==> config.mk <==
export PLATFORM = sky130hd
export DESIGN_NAME = mem_bus_ctrl
export DESIGN_NICKNAME = d
export VERILOG_FILES = /design/src/rtl/mem_bus_ctrl.sv
export SDC_FILE = /design/constraint.sdc
export NUM_CORES = 1
export LEC_CHECK = 0
export CELL_PAD_IN_SITES_DETAIL_PLACEMENT = 0
export CELL_PAD_IN_SITES_GLOBAL_PLACEMENT = 2
export CORE_MARGIN = 1
export CORE_UTILIZATION = 30
export CTS_BUF_LIST = sky130_fd_sc_hd__clkbuf_8
export DETAILED_ROUTE_END_ITERATION = 10
export PLACE_DENSITY = 0.85
export RECOVER_POWER = 100
export SETUP_SLACK_MARGIN = 0.1
export SLEW_MARGIN = 0
export SYNTH_ARGS = -nofsm -noshare
export SYNTH_HDL_FRONTEND = slang
export SYNTH_SLANG_ARGS = --single-unit
==> constraint.sdc <==
create_clock -name clk -period 4.1 [get_ports clk]
set_input_delay 1.23 -clock clk [delete_from_list [all_inputs] [get_ports clk]]
set_output_delay 1.23 -clock clk [all_outputs]
set_load 0.05 [all_outputs]
==> src/rtl/mem_bus_ctrl.sv <==
// mem_bus_ctrl: single-word CPU-to-RAM bus controller.
// Takes one read or write request at a time over a req/ready handshake and
// drives the level-sensitive RAM through SETUP -> STROBE -> HOLD so that the
// address and data are stable before, during and after every strobe. Every
// output is a register, so the RAM never sees a combinational glitch.
module mem_bus_ctrl #(
    parameter int ADLINES     = 8,
    parameter int DATALINES   = 16,
    parameter int RAMSIZE     = 256,
    parameter int WAIT_STATES = 1
) (
    input  logic                 clk,
    input  logic                 rst_n,
    input  logic                 cpu_req,
    input  logic                 cpu_we,
    input  logic [ADLINES-1:0]   cpu_addr,
    input  logic [DATALINES-1:0] cpu_wdata,
    output logic                 cpu_ready,
    output logic                 cpu_done,
    output logic                 cpu_err,
    output logic [DATALINES-1:0] cpu_rdata,
    output logic [ADLINES-1:0]   ram_addr,
    output logic [DATALINES-1:0] ram_wdata,
    output logic                 ram_read,
    output logic                 ram_write,
    input  logic [DATALINES-1:0] ram_rdata
);

    typedef enum logic [2:0] {
        IDLE,
        SETUP,
        STROBE,
        HOLD,
        RESP
    } state_t;

    // Strobe length is WAIT_STATES+1 cycles; the counter runs 0..WAIT_STATES.
    localparam logic [3:0] LAST_WAIT = 4'(WAIT_STATES);

    // One extra bit so that RAMSIZE = 2**ADLINES is representable and the
    // compare stays unsigned over the full address width.
    localparam logic [ADLINES:0] RAM_LIMIT = RAMSIZE[ADLINES:0];

    state_t     state;
    state_t     next_state;
    logic [3:0] wait_cnt;
    logic [3:0] wait_cnt_next;

    logic lat_we;
    logic lat_err;

    logic accept;
    logic in_range;
    logic last_strobe;

    logic ready_next;
    logic done_next;
    logic err_next;
    logic read_next;
    logic write_next;

    assign accept      = (state == IDLE) && cpu_req;
    assign in_range    = ({1'b0, cpu_addr} < RAM_LIMIT);
    assign last_strobe = (state == STROBE) && (wait_cnt == LAST_WAIT);

    // State register; reset aborts any access in flight.
    always_ff @(posedge clk or negedge rst_n) begin
        if (!rst_n) begin
            state <= IDLE;
        end else begin
            state <= next_state;
        end
    end

    // Next-state logic. Out-of-range requests detour through HOLD (strobes
    // off, address untouched) so that done lands one cycle after accept.
    always_comb begin
        next_state = state;
        case (state)
            IDLE: begin
                if (accept) begin
                    next_state = in_range ? SETUP : HOLD;
                end
            end
            SETUP: begin
                next_state = STROBE;
            end
            STROBE: begin
                if (last_strobe) begin
                    next_state = HOLD;
                end
            end
            HOLD: begin
                next_state = RESP;
            end
            RESP: begin
                next_state = IDLE;
            end
            default: begin
                next_state = IDLE;
            end
        endcase
    end

    // Wait-state counter: advances only inside STROBE, cleared everywhere else.
    always_comb begin
        wait_cnt_next = 4'd0;
        if ((state == STROBE) && !last_strobe) begin
            wait_cnt_next = wait_cnt + 4'd1;
        end
    end

    // Wait-state counter register.
    always_ff @(posedge clk or negedge rst_n) begin
        if (!rst_n) begin
            wait_cnt <= 4'd0;
        end else begin
            wait_cnt <= wait_cnt_next;
        end
    end

    // Request attributes captured at accept and held for the whole access.
    always_ff @(posedge clk or negedge rst_n) begin
        if (!rst_n) begin
            lat_we  <= 1'b0;
            lat_err <= 1'b0;
        end else if (accept) begin
            lat_we  <= cpu_we;
            lat_err <= !in_range;
        end
    end

    // Output values for the state being entered, so the registers below
    // change exactly on the edge that enters each state.
    always_comb begin
        ready_next = 1'b0;
        done_next  = 1'b0;
        err_next   = 1'b0;
        read_next  = 1'b0;
        write_next = 1'b0;
        case (next_state)
            IDLE: begin
                ready_next = 1'b1;
            end
            STROBE: begin
                write_next = lat_we;
                read_next  = !lat_we;
            end
            RESP: begin
                done_next = 1'b1;
                err_next  = lat_err;
            end
            default: begin
                ready_next = 1'b0;
            end
        endcase
    end

    // Handshake and strobe output registers; strobes drop asynchronously on reset.
    always_ff @(posedge clk or negedge rst_n) begin
        if (!rst_n) begin
            cpu_ready <= 1'b1;
            cpu_done  <= 1'b0;
            cpu_err   <= 1'b0;
            ram_read  <= 1'b0;
            ram_write <= 1'b0;
        end else begin
            cpu_ready <= ready_next;
            cpu_done  <= done_next;
            cpu_err   <= err_next;
            ram_read  <= read_next;
            ram_write <= write_next;
        end
    end

    // RAM address/data load on entry to SETUP and otherwise keep their value,
    // so they stay put through STROBE, HOLD and the following idle time.
    always_ff @(posedge clk or negedge rst_n) begin
        if (!rst_n) begin
            ram_addr  <= '0;
            ram_wdata <= '0;
        end else if (accept && in_range) begin
            ram_addr  <= cpu_addr;
            ram_wdata <= cpu_wdata;
        end
    end

    // Read data is captured on the final strobe edge and held until the next read.
    always_ff @(posedge clk or negedge rst_n) begin
        if (!rst_n) begin
            cpu_rdata <= '0;
        end else if (last_strobe && !lat_we) begin
            cpu_rdata <= ram_rdata;
        end
    end

endmodule

### After elaboration in Yosys (flattened, before gate mapping)

Index checks and enable logic that the tools add are counted.

* output and inout bits: 45
* memory bits (read-only): 0
* bits in latches: 0
* input bits: 44
* RAM bits: 0
* bits in registers: 52
* memories kept: 0

* reductions and logical operators: 8
* order comparisons: 0
* multiply operators: 0
* eq/ne operators: 6
* $add $sub $neg: 1
* bitwise operators: 0
* mux-type cells: 8
* divide/modulo/power cells: 0
* shift operators: 0

Operator list (number)
* one-hot mux 3 bit (4 select lines): 1
* == test 3 x 2 -> 1 bit (second input constant): 3
* zero test 3 bit: 2
* 2-to-1 mux 3 bit: 2
* adder 4 x 1 -> 4 bit (second input constant): 1
* == test 4 x 1 -> 1 bit (second input constant): 1
* logical AND 1 bit: 4
* 2-to-1 mux 1 bit: 4
* 2-to-1 mux 4 bit: 1
* == test 3 x 1 -> 1 bit (second input constant): 1
* == test 3 bit (second input constant): 1
* zero test 1 bit: 2

### Depth between registers and ports, before layout

Gate-level depths: netlist (run 1).

* depth after elaboration: 6
* mapped depth: 6
* depth with buffers taken out: 5

### Worst setup path before layout (run 1)

OpenSTA, ideal clock, no wires.

* path kind: input -> register
* from: input cpu_req
* to: register lat_we
* path buffers: 1
* arrival time: 2.323 ns
* setup time: 0.125 ns
* setup slack: 1.652 ns
* stages on the path: 3
* cells stage by stage: nor4b_2 buf_4 mux2_2

* cells in the longest elaborated chain, start to end: 1

Ends and longest elaborated chain
* start, declared: line 14 `input logic cpu_req,`
* logical AND 1 bit: line 62 `assign accept = (state == IDLE) && cpu_req;`
* end signal, assigned: line 128 `lat_we <= cpu_we;`
* end, declared: line 49 `logic lat_we;`

No other way between the ends.
A chain may end at the register's enable or synchronous reset.

### Worst setup path after layout (run 1)

* from: input cpu_req
* to: register ram_wdata[6]

* cells in the longest elaborated chain, start to end: 1

Ends and longest elaborated chain
* logical AND 1 bit: line 62
* end signal, assigned: line 184 `ram_wdata <= cpu_wdata;`
* end, declared: line 23 `output logic [DATALINES-1:0] ram_wdata,`

No other way between the ends.

==> results of run 1 <==
state kept, by name, indices dropped and copies added, names as in the netlist, 3 cells and up:
| register | cells |
|---|---|
| ram_addr | 8 |
| wait_cnt | 4 |
| ram_wdata | 16 |
| state | 3 |
| cpu_rdata | 16 |
layout make-up:
class	instances	area [um2]
clock buffer	6	82.6
clock inverter	1	8.76
fill	602	3390
inverter	1	3.75
multi-input combinational	66	628
sequential	52	1300
tap	77	96.3
timing repair buffer	89	876
worst max-delay path, cell delays in order:
cell and delay, ns:
dlygate4sd3_1 0.54, nor4b_1 0.25, clkbuf_1 1.05, mux2_2 0.43
routing by layer:
layer | vias to the layer above | global-route usage [%] | wire length (um) | share of wire [%]
li1 | 610 | - | - | -
met2 | 70 | 17.5 | 1690 | 42
met3 | 7 | 6.86 | 526 | 13
met1 | 623 | 15.6 | 1740 | 43
met5 | - | 0 | 0 | 0
met4 | 0 | 5.17 | 63 | 1.6
placed cells by master (no fill, tap or decap):
cell type	Yosys	routed
or3b_2	1	1
conb_1	1	1
o21bai_1	1	1
dfstp_2	1	1
nor4b_1	1	2
nor3_2	0	1
nor3_1	1	1
nor4_1	1	1
mux2_2	41	41
clkdlybuf4s50_1	0	41
nor2_1	7	7
clkbuf_8	0	6
or2_2	1	1
buf_4	3	1
xor2_1	1	1
inv_1	1	1
dlygate4sd3_1	0	45
nand2b_1	1	1
or3b_1	0	1
nand3_1	1	1
ha_1	2	2
clkbuf_1	0	2
clkinv_4	0	1
nand2_1	1	1
dfrtp_1	51	51
xnor2_1	2	2
cell families (layout without fill, tap and decap cells):
family / after synthesis / count (layout) / synth area share [%]
compound gates: 1 / 1 / 0.378
mux: 41 / 41 / 23.2
buf+inv: 6 / 97 / 2.14
simple gates: 18 / 18 / 5.98
fa+ha+maj: 2 / 2 / 1.26
flops: 52 / 52 / 65.5
other cells: 1 / 1 / 0.189
xor+xnor: 3 / 3 / 1.32
final timing paths:
path / to
worst min register to register: cpu_rdata[1]
min in group asynchronous: cpu_done
worst min-delay path: cpu_rdata[1]
worst max-delay path: ram_wdata[6]
max in group asynchronous: ram_wdata[6]
worst max register to register: cpu_rdata[3]
stage by stage:
stage / instance area [um2] / hold slack [ns]
after floorplan: 1990 / 0.458
after global placement: 2940 / 0.488
after detailed placement: 2940 / 0.495
after CTS: 3030 / 0.513
after global routing: 3000 / 0.525
final: 3000 / 0.504
where the power goes:
part	switching, mW	internal (mW)
Clock	0.163	0.135
Sequential	0.122	0.754
Combinational	1.02	0.552
==> results, run 1 <==
- The run finished, with violations left.
- The checks that failed: capacitance limit, slew limit.
- The critical path is of the in -> reg type.
- STA puts the critical path data arrival time at 3.52 ns.
- Along the worst hold path, the cell count comes to 1.
- The synthesized instance count is 124.
- Measured in cells, the most critical reg-to-reg path has a length of 5.
- The number of clock sinks is 52.
- The ratio of routed vias to standard cells is 4.49.
- The worst slew margin relative to its limit is -26.7%.
- The total power of the final layout is 2.74 mW.
- The final layout contains routed wiring with a total length of 4020 um.
- Synthesis inferred 52 register bits.
- By area the synthesized netlist is led by dfrtp_1 (64%), mux2_2 (23%), dfstp_2 (1.3%).
- The ratio of total power to cell area is 916 nW/um2.
- Cells fill 46.9% of the core in the end.
- The start point of the worst hold path is cpu_rdata[1].
- The kind of end point of the critical path is a register.
- The count of H-tree levels built during CTS is 2.
- For the final routed database, the setup TNS stands at 0 ns.
- The type of element launching the critical path is an input pin.
- In the routed design, unresolved DRC markers number 0.
- The critical path starts at cpu_req.
- The most frequently used flop master after synthesis is dfrtp_1.
- The core area is 6390 um2.
- The top fanout value on the critical path is 26.
- The most common cell in the synthesized netlist is dfrtp_1.
- Routability-driven placement finished with a final weighted congestion of 0.686.
- Max-cap violations in this run came to 1.
- The final worst clock skew is 0.00948 ns.
- Counting flops with a built-in enable in the synthesized netlist gives 0.
- The detailed-routing iteration count for the pre-antenna-repair pass is 3.
- Setup repair after global routing left no endpoint under its margin.
- The post-cts repair resize count is 0.
- The portion of the post-synthesis area used by sequential elements is 65.5%.
- The post-route minimum period is 3.33 ns.
- At the worst endpoint, the required time is 4.29 ns.
- Compared with the post-synthesis result, the final layout area differs by 50.8%.
- The initial antenna violation count is 0.
- The detailed router finished its first iteration with 25 violations.
- The path class of the tightest hold or removal check is reg -> reg.
- The reg2reg setup slack is 1.56 ns.
- The via count of the first global-routing pass came to 1430.
- Buffers placed on the I/O ports in this run total 87.
- Entering global routing, the biggest net connects 37 pins.
- The total count of max-transition violations in the final report is 37.
- TritonCTS built the clock tree.
- In this run the remaining antenna-violating nets after routing total 0.
- The worst-case setup slack after placement is 1.32 ns.
- After synthesis, the mean cell area works out to 16.0 um2.
- The number of core rows is 29.
- The global-route wire length before repair is 6840 um.
- The source-to-sink clock delay at the later pin of the worst-skew pair is 0.30 ns.
- Across every metal layer, demand over resource in global routing totals 12.4%.
- The top cell type's share of synthesized area is 64.2%.
- The commonest cells after synthesis are dfrtp_1 (51), mux2_2 (41), nor2_1 (7), buf_4 (3).
- The cell at the root of the clock tree is clkbuf_8.
- The full die area is 6960 um2.
- Static timing analysis puts the maximum clock frequency at 300 MHz.
- The slew at the pin closest to its max-slew limit is 1.90 ns.
- The worst setup margin is 0.765 ns.
- The average wire length per cell after detail routing is 13.8 um.
- Once detailed placement completed, the half-perimeter wirelength came to 2830 um.
- Once placement completed, the tool counted placed cells totaling 285.
- The initial utilization of the core area, before any placement, comes to 31.1%.
- The launch point of the worst reg-to-reg path is wait_cnt[1].
- Across the VDD grid, the largest voltage drop is 0.443 mV.
- The count of cells in the finished layout, fillers not included, comes to 292.
- The die is 83.4 um tall.
- The number of buffers added for setup after CTS is 0.
- After layout, the worst path uses 81.3% of the clock period.
- The buffer depth of the longest clock path is 2.
- The library cell with the largest summed area after synthesis is dfrtp_1.
- The static leakage is 1.27 nW.
- After clock tree synthesis, the flow added hold-fix buffers numbering 0.
- The layout cell share with drive strength beyond 1 is 24.7%.
- 0 antenna diodes ended up in the layout.
- The remaining global-route overflow is 0.
- The mapped netlist covers 1990 um2.
- The final route contains 1310 vias.
- 89 I/O pins were placed.
- The hold violation total from the final report is 0.
- The number of different library cells used by synthesis comes to 24.
- The synthesis warning total is 0.
- The net count after synthesis is 170.
- The number of buffers added by the clock tree synthesis step is 5.
- The number of setup violations in the final report is 0.
- Of all flip-flops after synthesis, the portion carrying an async set or reset was 100%.
- The floorplan die width is 83.4 um.
- The number of nets in the layout is 261.
- The clock input transition at the sequential cells of the worst setup and hold paths is 0.09 ns.
No activity file was read; power rests on OpenSTA's default activity.
==> run 2, diff against run 1 <==
- CORE_UTILIZATION: 30 -> 28
- PLACE_DENSITY: 0.85 -> 0.8
- clock period: 4.1 -> 3.35 ns (I/O delays scaled with it)
==> results, run 2 (same netlist as run 1, synthesis figures left out) <==
- The number of buffer and inverter instances along the worst setup path is 1 (-1).
- The flow ran to the end, and the final reports show no timing, DRC or antenna violations.
- The number of buffers added for setup after CTS is 0 (unchanged).
- The quantity of I/O buffers inserted on ports is 87 (unchanged).
- The remaining global-route overflow is 0 (unchanged).
- The initial antenna violation count was 0 (unchanged).
- The global-route wire length before repair was 6450 um (-5.6%).
- The final worst clock skew is 0.00452 ns (-0.00496 ns).
- The critical path startpoint is cpu_ready.
- The floorplan die width is 86.3 um (+3.4%).
- Setup repair after global routing left no endpoint under its margin.
- The number of nets in the layout is 262 (+0.38%).
- The detailed-routing wirelength on met1 came to 1760 um (+0.98%).
- Relative to the synthesized area, the layout overhead comes to 54.1%.
- The buffer depth of the longest clock path is 2 (unchanged).
- The leading cell type in the layout, fill and taps excluded is dfrtp_1.
- The uppermost metal layer occupied by signal nets is met4.
- In the final layout, the registers with the most flip-flops are cpu_rdata (16), ram_wdata (16), ram_addr (8).
- The hold violation total from the final report is 0 (unchanged).
- The data arrival time of the worst path is 1.69 ns (-1.83 ns).
- The maximum single-stage delay on the critical path is 0.87 ns (-0.18 ns).
- The top-level I/O count is 89 (unchanged).
- The fmax is 372 MHz.
- On the critical path the largest part of the delay comes from buffers and inverters.
- The cell at the root of the clock tree is clkbuf_8.
- The number of core rows is 30 (+3.4%).
- The critical path goes through dlygate4sd3_1.
- The number of buffers added by the clock tree synthesis step came to 5 (unchanged).
- The post-cts repair resize count is 0 (unchanged).
- The static leakage is 1.29 nW (+1.5%).
- The effective utilization at floorplan is 29.1% (-2.0 points).
- The standard cell with the maximum stage delay on the critical path is dlygate4sd3_1.
- The final weighted congestion in routability-driven placement came to 0.655 (-4.5%).
- STA classifies the critical path endpoint as an output port.
- The worst-case vdd ir drop is 0.433 mV (-2.4%).
- The average wire length per cell after detail routing is 12.5 um (-9.0%).
- The launch point of the worst reg-to-reg path is wait_cnt[1].
- The full die area came to 7440 um2 (+7.0%).
- The count of filler cells inserted in the layout came to 659 (+9.5%).
- The ratio of routed vias to standard cells was 4.12 (-8.3%).
- The area of all placed cells without fillers is 3060 um2 (+2.2%).
- The first-iteration detailed-routing DRC count is 12 (-52%).
- The number of setup violations in the final report was 0 (unchanged).
- The post-place instance area is 2970 um2 (+1.1%).
- The required time of the worst setup path is 2.34 ns (-1.95 ns).
- The source-to-sink clock delay at the later pin of the worst-skew pair came to 0.30 ns (about the same).
- The maximum number of pins on one net before global-route repair came to 28 (-24%).
- The via count of the first global-routing pass came to 1366 (-4.5%).
- The layout cell share with drive strength beyond 1 is 24.5% (-0.11 points).
- The number of antenna diodes is 0 (unchanged).
- The part of the cycle the worst path needs is 80.3%.
- In this run the most critical hold path is launched from wait_cnt[0].
- The core area came to 6830 um2 (+7.0%).
- The total wire length after detailed routing came to 3910 um (-2.8%).
- The post-route minimum period is 2.69 ns.
- The max-cap violation count was 0 (-1).
- The ratio of total power to cell area came to 1130 nW/um2 (+24%).
- In this run the worst hold path is classified as reg -> reg.
- The count of H-tree levels built during CTS is 2 (unchanged).
- The detailed-routing iteration count for the pre-antenna-repair pass is 2 (-1).
- The hold buffer count at CTS is 0 (unchanged).
- The met3 layer wire length in the routed design came to 511 um (-2.9%).
- Leaving out fill and tap cells, the most frequent cells in the layout are dfrtp_1 (51), dlygate4sd3_1 (45), mux2_2 (41), clkdlybuf4s50_1 (41), nor2_1 (7).
- The overall fraction of global-route tracks in use is 11.5% (-0.93 points).
- The total count of max-transition violations in the final report is 0 (-100%).
- The top fanout value on the critical path is 1 (-96%).
- The total vias in the final route was 1284 (-2.0%).
- The type of element launching the critical path is a register.
- The detailed-route DRC error count was 0 (unchanged).
- The height of the die is 86.3 um (+3.4%).
- By startpoint and endpoint, the worst setup path is classified as reg -> out.
- The number of clock sinks is 52 (unchanged).
- The total power of the final layout came to 3.48 mW (+27%).
- The HPWL reported at the end of detailed placement is 2810 um (-0.86%).
- The worst slew margin relative to its limit is 3.45% (+30 points).
- The clock input transition at the sequential cells of the worst setup and hold paths is 0.09 ns (about the same).
- The wire length on met2 is 1580 um (-6.7%).
- The number of antenna-violating nets in the routed design is 0 (unchanged).
- The setup TNS came to 0 ns (unchanged).
- The slew at the pin closest to its max-slew limit is 1.45 ns (-0.452 ns).
- TritonCTS built the clock tree.
[run 2: layout make-up]
| class | instances | area, um2 | area share [%] |
|---|---|---|---|
| Inverter | 1 | 3.75 | 0.123 |
| Sequential cell | 52 | 1300 | 42.5 |
| Clock buffer | 5 | 68.8 | 2.25 |
| Timing Repair Buffer | 90 | 880 | 28.7 |
| Multi-Input combinational cell | 66 | 628 | 20.5 |
| Tap cell | 96 | 120 | 3.92 |
| Clock inverter | 2 | 60.1 | 1.96 |
[run 2: power breakdown]
group          total (mW)  switching, mW  internal (mW)
combinational        1.92           1.24          0.674
sequential           1.07          0.147          0.924
clock               0.487          0.193          0.294
[run 2: final timing paths]
| check | to | slack (ns) | cells after the start |
|---|---|---|---|
| worst max-delay path | cpu_ready | 0.66 | 1 |
| worst min-delay path | wait_cnt[0] | 0.50 | 1 |
| worst max register to register | cpu_rdata[12] | 0.82 | 5 |
| worst min register to register | wait_cnt[0] | 0.50 | 1 |
| max in group asynchronous | ram_wdata[9] | 0.97 | 2 |
| min in group asynchronous | ram_addr[7] | 1.03 | 1 |
[run 2: per-stage QoR]
stage	std cells	hold slack [ns]	worst slack [ns]	util, %
3_3_place_gp	305	0.488	0.819	43.4
5_1_grt	312	0.523	0.567	44.8
4_1_cts	312	0.511	0.704	45.3
3_5_place_dp	305	0.494	0.798	43.4
6_report	312	0.502	0.660	44.8
2_1_floorplan	124	0.458	1.13	-
[run 2: routing by layer]
metal	global-route usage [%]	vias to the layer above
li1	-	602
met1	13.3	605
met2	16.7	70
met3	7.43	7
met4	5.00	0
met5	0	-
==> run 3, diff against run 2 <==
- CORE_UTILIZATION: 28 -> 25
- PLACE_DENSITY: 0.8 -> 0.76
- clock period: 3.35 -> 2.2 ns (I/O delays scaled with it)
==> results, run 3 (same netlist as run 1, synthesis figures left out) <==
- In the layout the commonest cells are dfrtp_1 (51), dlygate4sd2_1 (42), mux2_2 (41), clkdlybuf4s50_1 (41), nor2_1 (7).
- The top fanout value on the critical path was 1 (unchanged).
- The TritonCTS clock tree is built.
- The internal power summed over all cells was 2.67 mW (+41%).
- The count of filler cells inserted in the layout came to 761 (+15%).
- The worst setup path is captured at an output port.
- The maximum single-stage delay on the critical path is 0.52 ns (-0.35 ns).
- In this run the critical register-to-register path is launched from wait_cnt[1].
- The largest individual stage delay along the critical path comes from the cell dfstp_2.
- The number of antenna diodes is 0 (unchanged).
- The worst slew margin relative to its limit is 29.2% (+26 points).
- The top-level I/O count is 89 (unchanged).
- The full die area is 8310 um2 (+12%).
- The switching component of the power is 2.44 mW (+54%).
- The total count of max-transition violations in the final report is 0 (unchanged).
- The ratio of routed vias to standard cells was 4.15 (+0.84%).
- The global-route wire length before repair is 6600 um (+2.4%).
- The number of nets in the layout is 263 (+0.38%).
- The final-layout worst hold slack came to 0.502 ns (+0.000263 ns).
- The effective utilization at floorplan was 25.7% (-3.4 points).
- The clock input transition at the sequential cells of the worst setup and hold paths is 0.09 ns (about the same).
- The worst-case vdd ir drop is 0.669 mV (+55%).
- The required time of the worst setup path came to 1.54 ns (-0.80 ns).
- The total wire length after detailed routing was 3910 um (+0.10%).
- The largest registers in the layout are cpu_rdata (16), ram_wdata (16), ram_addr (8).
- The remaining global-route overflow is 0 (unchanged).
- The part of the power in combinational logic came to 55.5% (+0.3 points).
- The slew at the pin closest to its max-slew limit is 1.06 ns (-0.387 ns).
- The detailed-routing iteration count for the pre-antenna-repair pass is 3 (+1).
- The static leakage came to 1.36 nW (+5.4%).
- The number of buffers added by the clock tree synthesis step came to 5 (unchanged).
- The start point of the worst hold path is wait_cnt[0].
- The final worst clock skew is 0.00521 ns (+0.000691 ns).
- The quantity of I/O buffers inserted on ports is 87 (unchanged).
- Leaving out fill and tap cells, the most frequent cell in the layout is dfrtp_1.
- The total power of the final layout is 5.11 mW (+47%).
- Of the available clock period, the critical path in the final layout requires 87.8%.
- The clock network fraction of design power is 12.3% (-1.7 points).
- The layout cell share with drive strength beyond 1 is 26.1% (+1.6 points).
- The flow ran to the end, and the final reports show no timing, DRC or antenna violations.
- The maximum number of pins on one net before global-route repair is 35 (+25%).
- The area growth from synthesis to layout is 53.8%.
- The source-to-sink clock delay at the later pin of the worst-skew pair was 0.30 ns (about the same).
- The number of clock sinks came to 52 (unchanged).
- Among cell families on the critical path, the largest total delay comes from flip-flops.
- The floorplan die width was 91.2 um (+5.7%).
- The critical path startpoint is cpu_ready.
- The number of buffer and inverter instances along the worst setup path came to 1 (unchanged).
- The post-route minimum period is 1.93 ns.
- The total vias in the final route came to 1328 (+3.4%).
- The height of the die is 91.2 um (+5.7%).
- The hold violation total from the final report is 0 (unchanged).
- The number of antenna-violating nets in the routed design is 0 (unchanged).
- The number of core rows is 32 (+6.7%).
- Setup repair after global routing left no endpoint under its margin.
- The ratio of total power to cell area was 1670 nW/um2 (+47%).
- The cell at the root of the clock tree is clkbuf_8.
- The initial antenna violation count came to 0 (unchanged).
- The buffer depth of the longest clock path came to 2 (unchanged).
- The share of power burned in registers is 32.2% (+1.4 points).
- The core area is 7730 um2 (+13%).
- The footprint of the multi-input gates was 649 um2 (+3.4%).
- The average wire length per cell after detail routing came to 12.2 um (-2.4%).
- The hold buffer count at CTS is 0 (unchanged).
- The overall fraction of global-route tracks in use is 9.97% (-1.5 points).
- The detailed-route DRC error count is 0 (unchanged).
- The number of setup violations in the final report is 0 (unchanged).
- The data arrival time of the worst path is 1.27 ns (-0.42 ns).
- The HPWL reported at the end of detailed placement was 2830 um (+0.71%).
- The worst setup path is of the reg -> out kind.
- The fmax is 518 MHz.
- The net switching fraction of the power is 47.7% (+2.2 points).
- The final weighted congestion in routability-driven placement came to 0.697 (+6.3%).
- Traced cell by cell, the critical path runs through clkbuf_1.
- STA classifies the critical path startpoint as a register.
- The first-iteration detailed-routing DRC count is 26 (+14).
- The via count of the first global-routing pass is 1353 (-0.95%).
- The count of H-tree levels built during CTS was 2 (unchanged).
- The setup TNS is 0 ns (unchanged).
- The worst hold path belongs to the class reg -> reg.
- The max-cap violation count was 0 (unchanged).
- The sequential cell area came to 1300 um2 (unchanged).
[run 3: power by group through the flow]
stage | registers, mW | logic (mW) | clock network, mW
6_report | 1.64 | 2.83 | 0.630
5_1_grt | 1.72 | 2.96 | 0.697
4_1_cts | 1.66 | 2.90 | 0.673
3_5_place_dp | 1.68 | 3.16 | 0
3_3_place_gp | 1.69 | 3.13 | 0
2_1_floorplan | 3.06 | 0.702 | 0
[run 3: per-stage QoR]
step	utilization, %	std cells	cell area (um2)	setup WS, ns
finish	39.6	320	3060	0.269
global route	39.6	320	3060	0.205
CTS	39.7	320	3070	0.265
detailed placement	39.0	312	3010	0.0863
global placement	39.0	312	3010	0.107
floorplan	-	124	1990	0.277
[run 3: layout make-up]
cell class	count	share of cell area [%]
sequential	52	42.6
timing repair buffer	91	28.4
multi-input combinational	66	21.2
tap	102	4.17
clock buffer	5	2.25
clock inverter	3	1.27
inverter	1	0.123
[run 3: repair_timing]
action,4_1_cts,5_1_grt
setup buffers,0,0
setup endpoints to repair,42,0
resized for setup,42,0
[run 3: worst paths after layout]
check	slack [ns]	end	cells past startpoint
max in group asynchronous	0.88	cpu_ready	2
worst min register to register	0.50	wait_cnt[0]	1
worst max-delay path	0.27	cpu_ready	1
min in group asynchronous	0.52	ram_addr[7]	1
worst max register to register	0.28	cpu_rdata[8]	6
worst min-delay path	0.50	wait_cnt[0]	1
[run 3: metal layers]
layer	vias to the layer above	GRT usage, %	wire length, um
met5	-	0	0
met4	0	3.57	32
met1	661	12.3	1730
met2	52	16.2	1830
met3	4	3.35	317
li1	611	-	-
